==> src/rtl/motor_pkg.sv <==
// motor_pkg: state encodings and steering codes shared by the motor drive and direction stage
package motor_pkg;
    typedef enum logic [1:0] {
        IDLE  = 2'b00,
        RUN   = 2'b01,
        BRAKE = 2'b10
    } state_t;
    localparam logic [3:0] DIR_STRAIGHT = 4'b0000;
    localparam logic [3:0] DIR_LEFT     = 4'b0101;
    localparam logic [3:0] DIR_RIGHT    = 4'b1001;
    localparam logic [3:0] DIR_STOP     = 4'b1111;
    function automatic logic is_run_cmd(input logic [3:0] d);
        return (d == DIR_STRAIGHT) || (d == DIR_LEFT) || (d == DIR_RIGHT);
    endfunction
endpackage

==> src/rtl/pwm_ramp_channel.sv <==
// pwm_ramp_channel: soft-start duty ramp, wrap-synchronous duty latch and PWM compare for one wheel
module pwm_ramp_channel
    import motor_pkg::*;
#(
    parameter int PWM_BITS  = 8,
    parameter int RAMP_STEP = 8
) (
    input  logic                clk,
    input  logic                rst_n,
    input  logic [PWM_BITS-1:0] i_target,
    input  logic [PWM_BITS-1:0] i_pwm_cnt,
    input  logic                i_tick,
    input  logic                i_wrap,
    input  logic                i_ramp,
    input  logic                i_clear,
    output logic                o_pwm
);
    localparam logic [PWM_BITS-1:0] STEP = PWM_BITS'(RAMP_STEP);
    logic [PWM_BITS-1:0] r_cur;
    logic [PWM_BITS-1:0] r_act;
    logic [PWM_BITS-1:0] w_diff;
    logic [PWM_BITS-1:0] w_next;
    logic                w_up;
    // Next ramp value: the difference is taken in the direction that cannot underflow,
    // and a full step is only taken when it cannot overshoot the target
    always_comb begin
        w_up   = i_target > r_cur;
        w_diff = w_up ? i_target - r_cur : r_cur - i_target;
        w_next = (w_diff <= STEP) ? i_target : (w_up ? r_cur + STEP : r_cur - STEP);
    end
    // Current duty: forced to zero outside RUN, stepped once per ramp tick in RUN
    always_ff @(posedge clk or negedge rst_n) begin
        if (!rst_n)
            r_cur <= '0;
        else
            r_cur <= i_clear ? '0 : (i_ramp && i_tick) ? w_next : r_cur;
    end
    // Active duty only changes at the PWM period boundary so no pulse is ever truncated
    always_ff @(posedge clk or negedge rst_n) begin
        if (!rst_n)
            r_act <= '0;
        else if (i_wrap)
            r_act <= r_cur;
    end
    assign o_pwm = i_pwm_cnt < r_act;
endmodule

==> src/rtl/motor_drive.sv <==
// motor_drive: steering command to H-bridge drive with soft-start PWM and timed active brake
module motor_drive
    import motor_pkg::*;
#(
    parameter int PWM_BITS     = 8,
    parameter int FULL_DUTY    = 255,
    parameter int SLOW_DUTY    = 96,
    parameter int RAMP_STEP    = 8,
    parameter int RAMP_DIV     = 25_000,
    parameter int BRAKE_CYCLES = 2_500_000
) (
    input  logic       clk,
    input  logic       rst_n,
    input  logic [3:0] i_dir,
    output logic       o_en_l,
    output logic       o_en_r,
    output logic       o_in1_l,
    output logic       o_in2_l,
    output logic       o_in1_r,
    output logic       o_in2_r,
    output logic [1:0] o_state
);
    localparam int BW = $clog2(BRAKE_CYCLES + 1);
    localparam int TW = $clog2(RAMP_DIV + 1);
    localparam logic [PWM_BITS-1:0] FULL = PWM_BITS'(FULL_DUTY);
    localparam logic [PWM_BITS-1:0] SLOW = PWM_BITS'(SLOW_DUTY);
    logic [3:0]          r_dir_q;
    state_t              r_state;
    logic [BW-1:0]       r_brk_cnt;
    logic [PWM_BITS-1:0] r_pwm_cnt;
    logic [TW-1:0]       r_tick_cnt;
    logic                r_in1;
    logic                r_in2;
    logic                w_stop;
    logic                w_tick;
    logic                w_wrap;
    logic                w_ramp;
    logic [PWM_BITS-1:0] w_tgt_l;
    logic [PWM_BITS-1:0] w_tgt_r;
    logic                w_pwm_l;
    logic                w_pwm_r;
    // Command register; resets to stop so a release always takes two clocks to reach RUN
    always_ff @(posedge clk or negedge rst_n) begin
        if (!rst_n)
            r_dir_q <= DIR_STOP;
        else
            r_dir_q <= i_dir;
    end
    // Decode, shared timebase strobes, and ramp gating (ramp only while RUN is being held)
    always_comb begin
        w_stop  = !is_run_cmd(r_dir_q);
        w_tick  = r_tick_cnt == TW'(RAMP_DIV - 1);
        w_wrap  = &r_pwm_cnt;
        w_ramp  = (r_state == RUN) && !w_stop;
        w_tgt_l = (r_dir_q == DIR_LEFT) ? SLOW : FULL;
        w_tgt_r = (r_dir_q == DIR_RIGHT) ? SLOW : FULL;
    end
    // Free-running PWM counter and ramp tick divider, independent of FSM state
    always_ff @(posedge clk or negedge rst_n) begin
        if (!rst_n) begin
            r_pwm_cnt  <= '0;
            r_tick_cnt <= '0;
        end else begin
            r_pwm_cnt  <= r_pwm_cnt + 1'b1;
            r_tick_cnt <= w_tick ? '0 : r_tick_cnt + 1'b1;
        end
    end
    // Drive FSM with registered bridge direction inputs; the brake cannot be interrupted
    always_ff @(posedge clk or negedge rst_n) begin
        if (!rst_n) begin
            r_state   <= IDLE;
            r_brk_cnt <= '0;
            r_in1     <= 1'b0;
            r_in2     <= 1'b0;
        end else begin
            case (r_state)
                IDLE: begin
                    if (!w_stop) begin
                        r_state <= RUN;
                        r_in1   <= 1'b1;
                        r_in2   <= 1'b0;
                    end
                end
                RUN: begin
                    if (w_stop) begin
                        r_state   <= BRAKE;
                        r_brk_cnt <= '0;
                        r_in1     <= 1'b1;
                        r_in2     <= 1'b1;
                    end
                end
                BRAKE: begin
                    if (r_brk_cnt == BW'(BRAKE_CYCLES - 1)) begin
                        r_state <= IDLE;
                        r_in1   <= 1'b0;
                        r_in2   <= 1'b0;
                    end else begin
                        r_brk_cnt <= r_brk_cnt + 1'b1;
                    end
                end
                default: begin
                    r_state   <= BRAKE;
                    r_brk_cnt <= '0;
                    r_in1     <= 1'b1;
                    r_in2     <= 1'b1;
                end
            endcase
        end
    end
    pwm_ramp_channel #(.PWM_BITS(PWM_BITS), .RAMP_STEP(RAMP_STEP)) u_left (
        .clk      (clk),
        .rst_n    (rst_n),
        .i_target (w_tgt_l),
        .i_pwm_cnt(r_pwm_cnt),
        .i_tick   (w_tick),
        .i_wrap   (w_wrap),
        .i_ramp   (w_ramp),
        .i_clear  (!w_ramp),
        .o_pwm    (w_pwm_l)
    );
    pwm_ramp_channel #(.PWM_BITS(PWM_BITS), .RAMP_STEP(RAMP_STEP)) u_right (
        .clk      (clk),
        .rst_n    (rst_n),
        .i_target (w_tgt_r),
        .i_pwm_cnt(r_pwm_cnt),
        .i_tick   (w_tick),
        .i_wrap   (w_wrap),
        .i_ramp   (w_ramp),
        .i_clear  (!w_ramp),
        .o_pwm    (w_pwm_r)
    );
    assign o_en_l  = (r_state == BRAKE) || ((r_state == RUN) && w_pwm_l);
    assign o_en_r  = (r_state == BRAKE) || ((r_state == RUN) && w_pwm_r);
    assign o_in1_l = r_in1;
    assign o_in2_l = r_in2;
    assign o_in1_r = r_in1;
    assign o_in2_r = r_in2;
    assign o_state = r_state;
endmodule

==> config.mk <==
export PLATFORM = sky130hd
export DESIGN_NAME = motor_drive
export DESIGN_NICKNAME = d
export VERILOG_FILES = /design/src/rtl/motor_pkg.sv /design/src/rtl/pwm_ramp_channel.sv /design/src/rtl/motor_drive.sv
export SDC_FILE = /design/constraint.sdc
export NUM_CORES = 1
export LEC_CHECK = 0
export CAP_MARGIN = 30
export CORE_UTILIZATION = 43
export DETAILED_ROUTE_END_ITERATION = 12
export PLACE_DENSITY = 0.63
export SLEW_MARGIN = 15
export SYNTH_ARGS = -nofsm -noshare
export SYNTH_HDL_FRONTEND = slang
export SYNTH_SLANG_ARGS = --single-unit
export TNS_END_PERCENT = 1
==> constraint.sdc <==
create_clock -name clk -period 9.5 [get_ports clk]
set_clock_uncertainty 0.05 [all_clocks]
set_input_delay 1.9 -clock clk [delete_from_list [all_inputs] [get_ports clk]]
set_output_delay 1.9 -clock clk [all_outputs]
set_load 0.02 [all_outputs]
==> impl_metrics.env, run 1 <==
export IMPL_synth_lib_cells_used_distinct=58
export IMPL_clk_insertion_delay_late_ns=0.33
export IMPL_r2r_cells=16
export IMPL_gpl_final_weighted_congestion=0.833
export IMPL_grt_start_max_net_pins=77
export IMPL_mappedNetlistNets=591
export IMPL_holdWs_ns=0.405
export IMPL_clock_root_buffer="clkbuf_16"
export IMPL_finalWorstSetupSlack_ns=4.99
export IMPL_fillerInstances=1048
export IMPL_timing_max_transition_violations_final=0
export IMPL_async_reset_ff_frac=1.00
export IMPL_synth_enable_flop_cells=0
export IMPL_crit_arrival_ns=2.56
export IMPL_chipHeight_um=110
export IMPL_vias_per_cell=5.47
export IMPL_grt_pass1_vias=3896
export IMPL_die_width_um=110
export IMPL_pre_cts_ws_ns=5.32
export IMPL_mappedNetlistArea_mm2=0.00500
export IMPL_setup_violations_final=0
export IMPL_cell_internal_power_uw=610
export IMPL_crit_reg2reg_capture="u_right.r_cur[7]"
export IMPL_total_negative_setup_slacks_ns=0
export IMPL_rsz0062_at_grt="false"
export IMPL_final_min_period_over_clock_period=0.474
export IMPL_dp_cells=679
export IMPL_route_antenna_remaining_nets=0
export IMPL_drt_drc_violations_left=0
export IMPL_final_hold_violation_count=0
export IMPL_effective_utilization_at_floorplan=0.440
export IMPL_power_leakage_nw=2.51
export IMPL_first_iter_violations=237
export IMPL_multi_input_area_mm2=0.00291
export IMPL_worst_ep_required_time_ns=7.55
export IMPL_hold_end="r_tick_cnt[0]"
export IMPL_core_rowCount=39
export IMPL_htreeDepth=3
export IMPL_critical_path_start_type="register"
export IMPL_post_route_cells_drive_above_1_share=0.0723
export IMPL_number_of_antenna_cells_inserted=0
export IMPL_largest_fanout_of_any_net_on_the_critical_path=5
export IMPL_post_cts_resized_instances=0
export IMPL_post_cts_setup_buffer_count=0
export IMPL_antenna_violations_before_repair=0
export IMPL_synth_ff_latch_count=76
export IMPL_cts_buffers=9
export IMPL_synthesis_instances=538
export IMPL_drv_max_cap_violation_count=0
export IMPL_r2r_slack_ns=5.34
export IMPL_slew_headroom=0.457
export IMPL_finalWirelength_um=10300
export IMPL_dominantRegCellSynth="dfrtp_1"
export IMPL_area_growth_syn_to_layout_pct=11.8
export IMPL_globalRouteTotalUtil=0.192
export IMPL_portBuffers=13
export IMPL_switching_share_of_power=0.253
export IMPL_synthesis_area_per_instance_um2=9.30
export IMPL_tightest_slew_ns=0.808
export IMPL_hpwlAfterDp_um=7400
export IMPL_finalNetCount=601
export IMPL_io_pins=14
export IMPL_worst_setup_path_type="register to output pin"
export IMPL_min_period_ns=4.51
export IMPL_tritoncts="built"
export IMPL_routed_wire_length_per_instance_um=14.8
export IMPL_post_placement_cell_area_mm2=0.00526
export IMPL_final_cell_area_mm2=0.00559
export IMPL_synthesis_warnings=0
export IMPL_vias=3808
export IMPL_grt_overflow_total=0
export IMPL_cts_buffer_depth=2
export IMPL_instances_no_fill=696
export IMPL_status="completed"
export IMPL_comb_power_share=0.116
export IMPL_worstHoldPathCells=1
export IMPL_seq_area_frac_synth=0.381
export IMPL_worstReg2RegStart="r_dir_q[0]"
export IMPL_die_area_mm2=0.0121
export IMPL_achievable_frequency_ghz=0.222
export IMPL_p_switching_uw=207
export IMPL_area_sequential_mm2=0.00191
export IMPL_p_seq_frac=0.439
export IMPL_worst_setup_path_end_kind="output pin"
export IMPL_power_per_cell_area_mw_per_mm2=146
export IMPL_postCtsHoldBufs=0
export IMPL_core_mm2=0.0114
export IMPL_min_from="r_tick_cnt[0]"
export IMPL_worstHoldPathType="register to register"
export IMPL_path_clk_slew_ns=0.06
export IMPL_clock_power_share=0.445
export IMPL_count_of_clock_tree_sinks=76
export IMPL_drt_pass1_iter_count=4
export IMPL_worst_ir_drop_vdd_v=0.000138
export IMPL_grt_pass1_wl_um=18100
[flip-flops by register name, indices dropped and copies added, names as in the netlist]
signal	count
r_brk_cnt	22
r_tick_cnt	15
r_pwm_cnt	8
u_left.r_act	6
u_left.r_cur	6
u_right.r_act	6
u_right.r_cur	6
r_dir_q	4
o_state	2
o_in1_l	1
[logic make-up (layout without fill, tap and decap cells)]
| logic type | Yosys count | in the layout | synth area share |
|---|---|---|---|
| compound gates | 100 | 100 | 0.136 |
| xor+xnor | 48 | 48 | 0.0840 |
| fa+ha+maj | 47 | 47 | 0.127 |
| buf+inv | 49 | 64 | 0.0393 |
| flops | 76 | 76 | 0.381 |
| mux | 6 | 6 | 0.0130 |
| simple gates | 212 | 212 | 0.220 |
[metal layers]
metal / up-vias / GRT usage / routed length [um] / part of all wire
li1: 1908 / - / - / -
met1: 1844 / 0.245 / 4930 / 0.48
met2: 42 / 0.323 / 4920 / 0.48
met3: 14 / 0.0427 / 283 / 0.028
met4: 0 / 0.0571 / 140 / 0.014
met5: - / 0 / 0 / 0
[area by class of cell]
cell class / count / share of cell area
clock buffer: 10 / 0.0409
clock inverter: 6 / 0.0157
inverter: 32 / 0.0215
multi-input combinational: 413 / 0.520
sequential: 76 / 0.341
tap: 143 / 0.0320
timing repair buffer: 16 / 0.0291
[metrics by stage]
stage | utilization | power (mW)
after detailed placement | 0.462 | 0.459
final | 0.492 | 0.817
after CTS | 0.490 | 0.826
after floorplan | - | 0.421
after global placement | 0.462 | 0.456
after global routing | 0.492 | 0.856
[synthesized netlist by cell type (3+ instances only)]
cell type	instances	area share
or2_2	4	0.0050
nand3_1	22	0.022
nor4b_1	5	0.0088
o31ai_1	4	0.0060
xor2_1	24	0.042
clkbuf_1	13	0.0098
inv_1	32	0.024
and3_1	16	0.020
or3_1	4	0.0050
and4_1	7	0.012
a21o_1	12	0.018
buf_4	3	0.0045
o211ai_1	3	0.0045
fa_1	6	0.024
a211oi_1	9	0.014
o21ai_0	22	0.022
nor2b_1	15	0.019
a21boi_0	4	0.0060
ha_1	41	0.10
or4_1	5	0.0075
nand2_1	51	0.038
xnor2_1	24	0.042
nand4_1	7	0.0088
dfrtp_1	72	0.36
nand2b_1	9	0.011
mux2_2	4	0.0090
nor3_1	9	0.0090
o21bai_1	3	0.0045
a21oi_1	20	0.020
nor2_1	48	0.036
dfstp_2	4	0.021
a311oi_1	3	0.0053
[worst max-delay path by stage]
stage               slack, ns         start                to
CTS                      4.96  r_pwm_cnt[1]            o_en_r
global route             4.80  r_pwm_cnt[1]            o_en_r
global placement         5.34  r_pwm_cnt[1]            o_en_r
detailed placement       5.32    r_dir_q[0]  u_right.r_cur[7]
floorplan                5.73  r_pwm_cnt[1]            o_en_l
finish                   4.99  r_pwm_cnt[1]            o_en_r
[placed cells by master, fill, tap and decap left out, types with 4 or more instances in the layout]
| master | synthesis | final |
|---|---|---|
| nand4_1 | 7 | 7 |
| a21oi_1 | 20 | 20 |
| nand2_1 | 51 | 51 |
| a211oi_1 | 9 | 9 |
| or2_2 | 4 | 4 |
| dfstp_2 | 4 | 4 |
| nand2b_1 | 9 | 9 |
| and4_1 | 7 | 7 |
| fa_1 | 6 | 6 |
| a21o_1 | 12 | 12 |
| o21ai_0 | 22 | 22 |
| nor2b_1 | 15 | 15 |
| nor3_1 | 9 | 9 |
| xor2_1 | 24 | 24 |
| xnor2_1 | 24 | 24 |
| clkbuf_16 | 0 | 9 |
| inv_1 | 32 | 32 |
| ha_1 | 41 | 41 |
| clkdlybuf4s50_1 | 0 | 12 |
| and3_1 | 16 | 16 |
| nand3_1 | 22 | 22 |
| mux2_2 | 4 | 4 |
| or3_1 | 4 | 4 |
| nor4b_1 | 5 | 5 |
| o31ai_1 | 4 | 4 |
| dfrtp_1 | 72 | 72 |
| or4_1 | 5 | 5 |
| a21boi_0 | 4 | 4 |
| nor2_1 | 48 | 48 |
[power by group through the flow]
stage	Sequential [mW]	Combinational (mW)	Clock, mW
after global routing	0.361	0.105	0.390
after floorplan	0.363	0.0586	0
after detailed placement	0.364	0.0947	0
after global placement	0.364	0.0923	0
final	0.359	0.0945	0.364
after CTS	0.358	0.0952	0.373
[critical path: stages (launching register included)]
cell,delay [ns]
dfrtp_1,0.43
ha_1,0.31
a21o_1,0.15
a21o_1,0.17
a21o_1,0.17
a21oi_1,0.14
nor2b_1,0.05
o21ai_0,0.18
clkdlybuf4s50_1,0.63
Note: power is estimated with default switching activity, not from simulation.
==> run 2: changes to the inputs <==
==> constraint.sdc (replaced) <==
create_clock -name clk -period 4.2 [get_ports clk]
set_clock_uncertainty 0.05 [all_clocks]
set_input_delay 0.84 -clock clk [delete_from_list [all_inputs] [get_ports clk]]
set_output_delay 0.84 -clock clk [all_outputs]
set_load 0.02 [all_outputs]
==> impl_metrics.env, run 2 (synthesized netlist as in run 1, its figures left out) <==
export IMPL_power_leakage_nw=2.51
export IMPL_area_growth_syn_to_layout_pct=12.0
export IMPL_dp_cells=682
export IMPL_slew_headroom=0.406
export IMPL_timing_max_transition_violations_final=0
export IMPL_grt_pass1_wl_um=18000
export IMPL_power_per_cell_area_mw_per_mm2=316
export IMPL_finalWirelength_um=10400
export IMPL_finalWorstSetupSlack_ns=0.124
export IMPL_setup_violations_final=0
export IMPL_achievable_frequency_ghz=0.245
export IMPL_critical_path_start_type="register"
export IMPL_post_route_cells_drive_above_1_share=0.0808
export IMPL_die_area_mm2=0.0121
export IMPL_startpoint="r_dir_q[0]"
export IMPL_worst_ir_drop_vdd_v=0.000226
export IMPL_r2r_cells=16
export IMPL_cp_endpoint="u_right.r_cur[7]"
export IMPL_worstHoldPathType="input port to asynchronous set/reset pin"
export IMPL_instances_no_fill=700
export IMPL_core_rowCount=39
export IMPL_io_pins=14
export IMPL_regMostFlops="r_brk_cnt"
export IMPL_drt_pass1_iter_count=4
export IMPL_finalNetCount=605
export IMPL_final_min_period_over_clock_period=0.971
export IMPL_grt_start_max_net_pins=77
export IMPL_worst_setup_path_type="register to register"
export IMPL_route_antenna_remaining_nets=0
export IMPL_drv_max_cap_violation_count=0
export IMPL_status="completed"
export IMPL_drt_drc_violations_left=0
export IMPL_vias=3861
export IMPL_chipHeight_um=110
export IMPL_tightest_slew_ns=0.884
export IMPL_largest_fanout_of_any_net_on_the_critical_path=10
export IMPL_cts_buffer_depth=2
export IMPL_min_period_ns=4.08
export IMPL_core_mm2=0.0114
export IMPL_postCtsHoldBufs=0
export IMPL_number_of_antenna_cells_inserted=0
export IMPL_gpl_final_weighted_congestion=0.873
export IMPL_cts_buffers=9
export IMPL_commonest_non_fill_non_tap_cells_in_the_layout="dfrtp_1, nand2_1, nor2_1"
export IMPL_hpwlAfterDp_um=7480
export IMPL_grt_overflow_total=0
export IMPL_final_hold_violation_count=0
export IMPL_globalRouteTotalUtil=0.191
export IMPL_portBuffers=13
export IMPL_mostFrequentLayoutCell="dfrtp_1"
export IMPL_path_clk_slew_ns=0.06
export IMPL_die_width_um=110
export IMPL_totalPowerFinal_mw=1.77
export IMPL_worst_ep_required_time_ns=4.39
export IMPL_first_iter_violations=155
export IMPL_worstReg2RegStart="r_dir_q[0]"
export IMPL_crit_reg2reg_capture="u_right.r_cur[7]"
export IMPL_top_regs="r_brk_cnt x22, r_tick_cnt x15, r_pwm_cnt x8"
export IMPL_crit_arrival_ns=4.27
export IMPL_path_cells="nor2b_1 > nand3b_1 > ha_1 > inv_1 > fa_1 > a21bo_2 > a2111o_1 > o211a_1 > inv_1 > ha_1 > a21o_1 > a21oi_1 > xnor2_1 > xnor2_1 > mux2i_1 > a211oi_1"
export IMPL_pre_cts_ws_ns=0.132
export IMPL_effective_utilization_at_floorplan=0.440
export IMPL_grt_pass1_vias=3855
export IMPL_largest_stage_delay_worst_path_ns=0.53
export IMPL_routed_wire_length_per_instance_um=14.9
export IMPL_worst_setup_path_end_kind="register"
export IMPL_count_of_clock_tree_sinks=76
export IMPL_rsz0062_at_grt="true"
export IMPL_r2r_slack_ns=0.12
export IMPL_vias_per_cell=5.52
export IMPL_htreeDepth=3
export IMPL_tritoncts="built"
export IMPL_holdWs_ns=0.347
export IMPL_cpMaxStageDelayCell="dfstp_2"
export IMPL_clk_insertion_delay_late_ns=0.33
export IMPL_clock_root_buffer="clkbuf_16"
export IMPL_max_reg_flops=22
export IMPL_antenna_violations_before_repair=0
-- run 2: cell count changes in the layout (fill, tap and decap cells not counted), sizes merged --
cell / delta
buf: +4
bufinv: -2
clkbuf: +2
clkinv: -2
clkinvlp: +2
-- run 2: area by class of cell --
class,count,area (um^2)
clock buffers,12,256
clock inverters,4,32.5
fillers,1056,5770
inverters,32,120
multi-input cells,413,2910
flip-flops and latches,76,1910
well taps,143,179
repair buffers,20,200
-- run 2: timing repair --
item,in CTS,in global routing
endpoints found under the setup margin,0,2
gates resized for setup,0,1
buffers inserted,0,1
-- run 2: critical path: cells and delay by family (launching register included) --
| family | cells | cell delay (ns) |
|---|---|---|
| flip-flops | 1 | 0.53 |
| multiplexers | 1 | 0.08 |
| adder cells (fa/ha/maj) | 3 | 0.88 |
| AO/OA/AOI/OAI | 6 | 1.44 |
| XOR/XNOR | 2 | 0.28 |
| AND/OR/NAND/NOR | 2 | 0.55 |
| buffers and inverters | 2 | 0.16 |
-- run 2: per-stage QoR --
stage          TNS [ns]   util  area (um^2)
6_report              0  0.493         5600
2_1_floorplan         0      -         5000
5_1_grt          -0.135  0.493         5600
3_3_place_gp          0  0.464         5280
3_5_place_dp          0  0.464         5280
4_1_cts               0  0.490         5570
-- run 2: power by group --
group / switching (mW) / internal [mW]
Clock: 0.308 / 0.436
Combinational: 0.124 / 0.0908
Sequential: 0.0415 / 0.769
Total: 0.474 / 1.30
-- run 2: worst min path at each step --
| stage | start | endpoint | slack (ns) |
|---|---|---|---|
| 6_report | rst_n | r_brk_cnt[10] | 0.35 |
| 5_1_grt | rst_n | r_brk_cnt[10] | 0.36 |
| 4_1_cts | r_tick_cnt[0] | r_tick_cnt[0] | 0.42 |
| 3_5_place_dp | r_tick_cnt[0] | r_tick_cnt[0] | 0.42 |
| 3_3_place_gp | r_tick_cnt[0] | r_tick_cnt[0] | 0.40 |
| 2_1_floorplan | r_tick_cnt[0] | r_tick_cnt[0] | 0.38 |
-- run 2: routing by layer --
layer,global-route usage,wire [um]
met3,0.0279,237
met5,0,0
met2,0.308,4830
met1,0.258,5130
met4,0.0695,210
